## src/rtl/layer2_pool_unit_if.sv

```systemverilog
// Stream interface between the layer-2 conv PE and the layer-2 pooling stage.
// The PE side (master) drives samples and bias; the pool unit (slave) returns pooled strobes.
interface layer2_pool_unit_if #(
  parameter int DATA_W = 16
);
  logic signed [DATA_W-1:0] datain;
  logic                     data_valid;
  logic signed [DATA_W-1:0] bias;
  logic                     bias_enable;
  logic signed [DATA_W-1:0] dataout;
  logic                     pool_out;
  logic                     pool_finish;

  modport master (
    output datain, data_valid, bias, bias_enable,
    input  dataout, pool_out, pool_finish
  );

  modport slave (
    input  datain, data_valid, bias, bias_enable,
    output dataout, pool_out, pool_finish
  );
endinterface

```

## src/rtl/layer2_pool_unit.sv

```systemverilog
// Layer-2 bias + saturation, optional ReLU (LAYER2_POOL_RELU_EN), 2x2 stride-2 max pooling
// over an IN_W x IN_W raster frame; emits one strobed pooled value per window.
module layer2_pool_unit #(
  parameter int IN_W   = 8,
  parameter int DATA_W = 16
) (
  input  logic               clk,
  input  logic               reset,
  layer2_pool_unit_if.slave  bus
);

  localparam int CNT_W = (IN_W > 2) ? $clog2(IN_W) : 1;
  localparam int LB_N  = IN_W / 2;
  localparam int IDX_W = (LB_N > 1) ? $clog2(LB_N) : 1;

  localparam logic signed [DATA_W-1:0] S_MAX = {1'b0, {(DATA_W-1){1'b1}}};
  localparam logic signed [DATA_W-1:0] S_MIN = {1'b1, {(DATA_W-1){1'b0}}};

  typedef enum logic [0:0] { ACTIVE, DONE } state_e;

  state_e                   state_q;
  logic [CNT_W-1:0]         col_q, row_q;
  logic [CNT_W-1:0]         col_d, row_d;
  logic signed [DATA_W-1:0] bias_q;
  logic signed [DATA_W-1:0] hold_q;
  logic signed [DATA_W-1:0] line_buf_q [LB_N];
  logic signed [DATA_W-1:0] dataout_q;
  logic                     pool_out_q;
  logic                     pool_finish_q;

  logic signed [DATA_W:0]   sum;
  logic signed [DATA_W-1:0] b_sat;
  logic signed [DATA_W-1:0] b_d;
  logic signed [DATA_W-1:0] pair_max;
  logic signed [DATA_W-1:0] win_max;
  logic [IDX_W-1:0]         idx;
  logic                     accept;
  logic                     last_sample;

  // NOTE: every always_comb output gets a default first, so no path can infer a latch.
  always_comb begin
    sum    = {bus.datain[DATA_W-1], bus.datain} + {bias_q[DATA_W-1], bias_q};
    b_sat  = sum[DATA_W-1:0];
    // Sign bits disagree only on overflow; the extra top bit gives the true sign.
    if (sum[DATA_W] != sum[DATA_W-1]) begin
      b_sat = sum[DATA_W] ? S_MIN : S_MAX;
    end
`ifdef LAYER2_POOL_RELU_EN
    b_d = (b_sat < 0) ? '0 : b_sat;
`else
    b_d = b_sat;
`endif
    idx      = IDX_W'(col_q >> 1);
    pair_max = (b_d > hold_q) ? b_d : hold_q;
    win_max  = (line_buf_q[idx] > pair_max) ? line_buf_q[idx] : pair_max;

    accept      = bus.data_valid && (state_q == ACTIVE);
    last_sample = (col_q == CNT_W'(IN_W - 1)) && (row_q == CNT_W'(IN_W - 1));
    col_d       = col_q;
    row_d       = row_q;
    if (accept) begin
      if (col_q == CNT_W'(IN_W - 1)) begin
        col_d = '0;
        row_d = (row_q == CNT_W'(IN_W - 1)) ? '0 : row_q + 1'b1;
      end else begin
        col_d = col_q + 1'b1;
      end
    end
  end

  // NOTE: sequential state uses non-blocking assignments only, so every register samples
  // pre-edge values regardless of statement order.
  always_ff @(posedge clk or posedge reset) begin
    if (reset) begin
      state_q       <= ACTIVE;
      col_q         <= '0;
      row_q         <= '0;
      bias_q        <= '0;
      hold_q        <= '0;
      dataout_q     <= '0;
      pool_out_q    <= 1'b0;
      pool_finish_q <= 1'b0;
      // NOTE: the line buffer is a handful of flops, not a RAM, so it is reset like any
      // other register and a fresh frame never sees stale window maxima.
      for (int i = 0; i < LB_N; i++) begin
        line_buf_q[i] <= '0;
      end
    end else begin
      pool_out_q <= 1'b0;
      if (bus.bias_enable) begin
        bias_q <= bus.bias;
      end
      col_q <= col_d;
      row_q <= row_d;
      if (accept) begin
        if (!col_q[0]) begin
          hold_q <= b_d;
        end else if (!row_q[0]) begin
          line_buf_q[idx] <= pair_max;
        end else begin
          dataout_q  <= win_max;
          pool_out_q <= 1'b1;
        end
        if (last_sample) begin
          state_q       <= DONE;
          pool_finish_q <= 1'b1;
        end
      end
    end
  end

  assign bus.dataout     = dataout_q;
  assign bus.pool_out    = pool_out_q;
  assign bus.pool_finish = pool_finish_q;

endmodule
```

## src/flat_wrapper.sv

```systemverilog
// flat-port wrapper written by rule: the top's interface ports become plain ports
module layer2_pool_unit_flat 
#(
  parameter int IN_W   = 8,
  parameter int DATA_W = 16
)
  (clk, reset, bus_datain, bus_data_valid, bus_bias, bus_bias_enable, bus_dataout, bus_pool_out, bus_pool_finish);
  layer2_pool_unit_if #(.DATA_W(DATA_W)) bus_i ();
  input  logic clk;
  input  logic reset;
  input wire logic [$bits(bus_i.datain)-1:0] bus_datain;
  input wire logic [$bits(bus_i.data_valid)-1:0] bus_data_valid;
  input wire logic [$bits(bus_i.bias)-1:0] bus_bias;
  input wire logic [$bits(bus_i.bias_enable)-1:0] bus_bias_enable;
  output wire logic [$bits(bus_i.dataout)-1:0] bus_dataout;
  output wire logic [$bits(bus_i.pool_out)-1:0] bus_pool_out;
  output wire logic [$bits(bus_i.pool_finish)-1:0] bus_pool_finish;
  assign bus_i.datain = bus_datain;
  assign bus_i.data_valid = bus_data_valid;
  assign bus_i.bias = bus_bias;
  assign bus_i.bias_enable = bus_bias_enable;
  assign bus_dataout = bus_i.dataout;
  assign bus_pool_out = bus_i.pool_out;
  assign bus_pool_finish = bus_i.pool_finish;
  layer2_pool_unit #(.IN_W(IN_W), .DATA_W(DATA_W)) u_core (.clk(clk), .reset(reset), .bus(bus_i));
endmodule
```

## config.mk

```make
export PLATFORM = sky130hd
export DESIGN_NAME = layer2_pool_unit_flat
export DESIGN_NICKNAME = d
export VERILOG_FILES = /design/src/rtl/layer2_pool_unit_if.sv /design/src/rtl/layer2_pool_unit.sv /design/src/flat_wrapper.sv
export SDC_FILE = /design/constraint.sdc
export NUM_CORES = 1
export LEC_CHECK = 0
export ABC_AREA = 1
export BUFFER_PORTS_ARGS = -buffer_cell sky130_fd_sc_hd__buf_2
export CAP_MARGIN = 20
export CORE_MARGIN = 2
export CORE_UTILIZATION = 50
export CTS_BUF_LIST = sky130_fd_sc_hd__clkbuf_8
export DETAILED_ROUTE_END_ITERATION = 12
export HOLD_SLACK_MARGIN = 0.08
export MAX_ROUTING_LAYER = met4
export PLACE_DENSITY = 0.74
export REMOVE_ABC_BUFFERS = 1
export SETUP_SLACK_MARGIN = 0.1
export SYNTH_ARGS = -nofsm -noshare
export SYNTH_HDL_FRONTEND = slang
export SYNTH_SLANG_ARGS = --single-unit
```

## constraint.sdc

```tcl
create_clock -name clk -period 5.13 [get_ports clk]
set_clock_uncertainty 0.05 [all_clocks]
set_input_delay 0.2565 -clock clk [delete_from_list [all_inputs] [get_ports clk]]
set_output_delay 0.2565 -clock clk [all_outputs]
set_load 0.1 [all_outputs]
```

==> results.json <==
{
  "root_buffer": "clkbuf_8",
  "antenna_left": 0,
  "yosysTopAreaCell": "dfrtp_1",
  "die_w_um": 126,
  "setup_violations": 16,
  "grt_pass1_wl_mm": 35.8,
  "grt_max_degree": 69,
  "cp_common_cell": "nand2_1",
  "peakVddDrop_mv": 0.293,
  "clk_pin_slew_ns": 0.07,
  "ys_seq_area_share_pct": 40.3,
  "clockBufferDepth": 2,
  "final_layout_size_suffix_gt1_share_pct": 33.9,
  "worst-path-stages": 38,
  "htreeDepth": 4,
  "pre_cts_slack_ns": -0.471,
  "final_cells": 1440,
  "period_needed_ns": 5.52,
  "first_pass_iters": 8,
  "io_buffers": 53,
  "violations": "negative setup slack",
  "worstPathMaxFanout": 16,
  "final_util_pct": 73.1,
  "synth_adder_area_share_pct": 9.34,
  "cts_tree": "yes",
  "hold_start": "bus_data_valid",
  "io_pins": 54,
  "rr_startpoint": "u_core.bias_q[8]$_DFFE_PP0P_",
  "hold_class": "in -> reg",
  "worst-r2r-cell-count": 38,
  "yosys-top-cells-area": "dfrtp_1 (40%), nand2_1 (18%), ha_1 (9.1%)",
  "synth_top_family_by_area": "simple AND/OR/NAND/NOR gates",
  "synth_simple_gate_area_share_pct": 27.9,
  "rows": 44,
  "drt-initial-drc-count": 556,
  "nets": 1336,
  "overflow": 0,
  "synth_top_area_share_pct": 40.3,
  "drc_errors": 0,
  "initial_core_util_pct": 51.2,
  "synth.cell_area_sq_um": 7450,
  "hold_slack_ns": 0.122,
  "path_buf_inv": 7,
  "multi_input_area_sq_um": 4620,
  "relSlewSlack_pct": 32.8,
  "fin_crit_sh_pct": 108,
  "hold_viol_final": 0,
  "rrSetupSlack_ns": -0.39,
  "ys_ff_latch": 120,
  "worstHoldPathCells": 4,
  "critPathKind": "reg -> reg",
  "finalWorstSetupSlack_ns": -0.392,
  "diodes": 0,
  "dieArea_sq_um": 15900,
  "synth_compound_area_share_pct": 9.71,
  "cp.arrival_ns": 5.87,
  "fmax_ghz": 0.181,
  "ys_warn_count": 0,
  "fill_cells": 1042,
  "drt-total-wl_mm": 22.3,
  "p_per_area_nw_per_um2": 365,
  "worstPathRequired_ns": 5.48,
  "worst_setup_path_end_kind": "flop",
  "core_area_sq_um": 14500,
  "crit_family": "simple AND/OR/NAND/NOR gates",
  "layout_common_cells": "nand2_1 (272), inv_1 (154), buf_4 (144)",
  "vias": 7574,
  "power_leakage_nw": 5.79,
  "startpoint_type": "flop",
  "via_per_inst": 5.26,
  "antenna_found_initial": 0,
  "numCtsBuffers": 17,
  "critPathSlowestCell": "dfrtp_1",
  "track_usage_pct": 28.8,
  "grt_pass1_vias": 7644,
  "netlist_instances": 1026,
  "dp_cells": 1349,
  "dp_hpwl_mm": 12.8,
  "cpPeakStageDelay_ns": 0.41,
  "insertion_delay_ns": 0.46,
  "final_common_cell": "nand2_1",
  "seq_area_sq_um": 3000,
  "rsz0062_at_grt": "yes",
  "slew_viol_final": 0,
  "startpoint": "u_core.bias_q[8]$_DFFE_PP0P_",
  "place_congestion": 0.923,
  "yosysUniqueCellTypes": 33,
  "wl_per_cell_um": 15.5,
  "die_y_um": 126,
  "synth_xor_area_share_pct": 0.235,
  "tightest_slew_ns": 1.01,
  "syn-mean-instance-area_sq_um": 7.26,
  "synth.mux.area_fraction_pct": 2.42,
  "drv_cap": 0,
  "area_growth_pct": 42.6,
  "cts.sinks": 120,
  "status": "complete, but fails checks"
}
[path summary, 6_finish.rpt]
| check | end |
|---|---|
| min in group asynchronous | u_core.bias_q[2]$_DFFE_PP0P_ |
| min reg2reg | u_core.bus.dataout[4]$_DFFE_PP0P_ |
| max | u_core.bus.dataout[11]$_DFFE_PP0P_ |
| max reg2reg | u_core.bus.dataout[11]$_DFFE_PP0P_ |
| min | u_core.col_q[1]$_DFFE_PP0P_ |
| max in group asynchronous | u_core.bus.dataout[13]$_DFFE_PP0P_ |
[tightest hold or removal path, stage by stage]
cell and delay (ns):
buf_2 0.08, nand2_1 0.11, nand2_1 0.08, o21ai_0 0.07
[per-layer routing]
layer | track usage (%) | vias up | wire [um]
met5 | - | - | 0
met1 | 32.3 | 3592 | 8800
met4 | 11.6 | 0 | 660
li1 | - | 3666 | -
met3 | 5.65 | 54 | 1050
met2 | 50.5 | 262 | 11800
[area by class of cell]
type / instances / area share [%]
multi-input combinational: 712 / 43.5
sequential: 120 / 28.3
timing repair buffer: 230 / 16.3
inverter: 164 / 5.94
clock buffer: 20 / 2.59
tap: 184 / 2.17
clock inverter: 10 / 1.23
[power by group]
group	switching (mW)	leakage, nW	internal (mW)	total (mW)
clock network	0.400	0.211	0.508	0.908
registers	0.0121	1.54	0.958	0.970
logic	1.02	4.04	0.972	1.99
total	1.43	5.79	2.44	3.87
[kinds of logic (layout without fill, tap and decap cells)]
family          Yosys count  after routing
compound gates          133            133
xor+xnor                  2              2
fa+ha+maj                55             55
buf+inv                 195            424
flops                   120            120
mux                      16             16
simple gates            505            506
[state kept, by name, summed over array words and instances, names as in the netlist]
register	count
u_core.state_q	1
u_core.row_q	3
u_core.col_q	3
u_core.hold_q	16
u_core.bus.pool_out	1
u_core.line_buf_q	64
u_core.bias_q	16
u_core.bus.dataout	16
[timing repair]
action                                 in CTS  in global routing
pin swaps                                  60                 53
hold buffers                               17                  0
resized for setup                         159                 58
endpoints found under the hold margin      68                  0
cloned                                      1                  0
buffers inserted                           36                 12
setup endpoints to repair                  16                 19
[synth_stat cells]
library cell	n
nand2_1	348
inv_1	164
dfrtp_1	120
o21ai_0	82
nor2_1	67
ha_1	54
nand3_1	33
a21oi_1	27
clkbuf_1	24
nand4_1	20
nor3_1	17
mux2_2	16
nand2_2	12
a22o_1	9
buf_2	4
o21ai_1	4
a31oi_1	3
a21o_1	2
buf_6	2
nand3_2	2
o21a_1	2
o21bai_1	2
or2_2	2
a211oi_1	1
a22oi_1	1
and2_1	1
buf_1	1
fa_1	1
nor2_4	1
nor3_2	1
or2_1	1
xnor2_1	1
xor2_1	1
[per-stage QoR]
| step | setup TNS (ns) | total power, mW | area [sq um] |
|---|---|---|---|
| floorplan | -5.96 | 1.60 | 7310 |
| global placement | -5.52 | 2.22 | 8710 |
| detailed placement | -7.17 | 2.25 | 8710 |
| CTS | -1.50 | 3.62 | 10300 |
| global route | -10.30 | 4.07 | 10600 |
| finish | -5.60 | 3.87 | 10600 |
No activity file was read; power rests on OpenSTA's default activity.
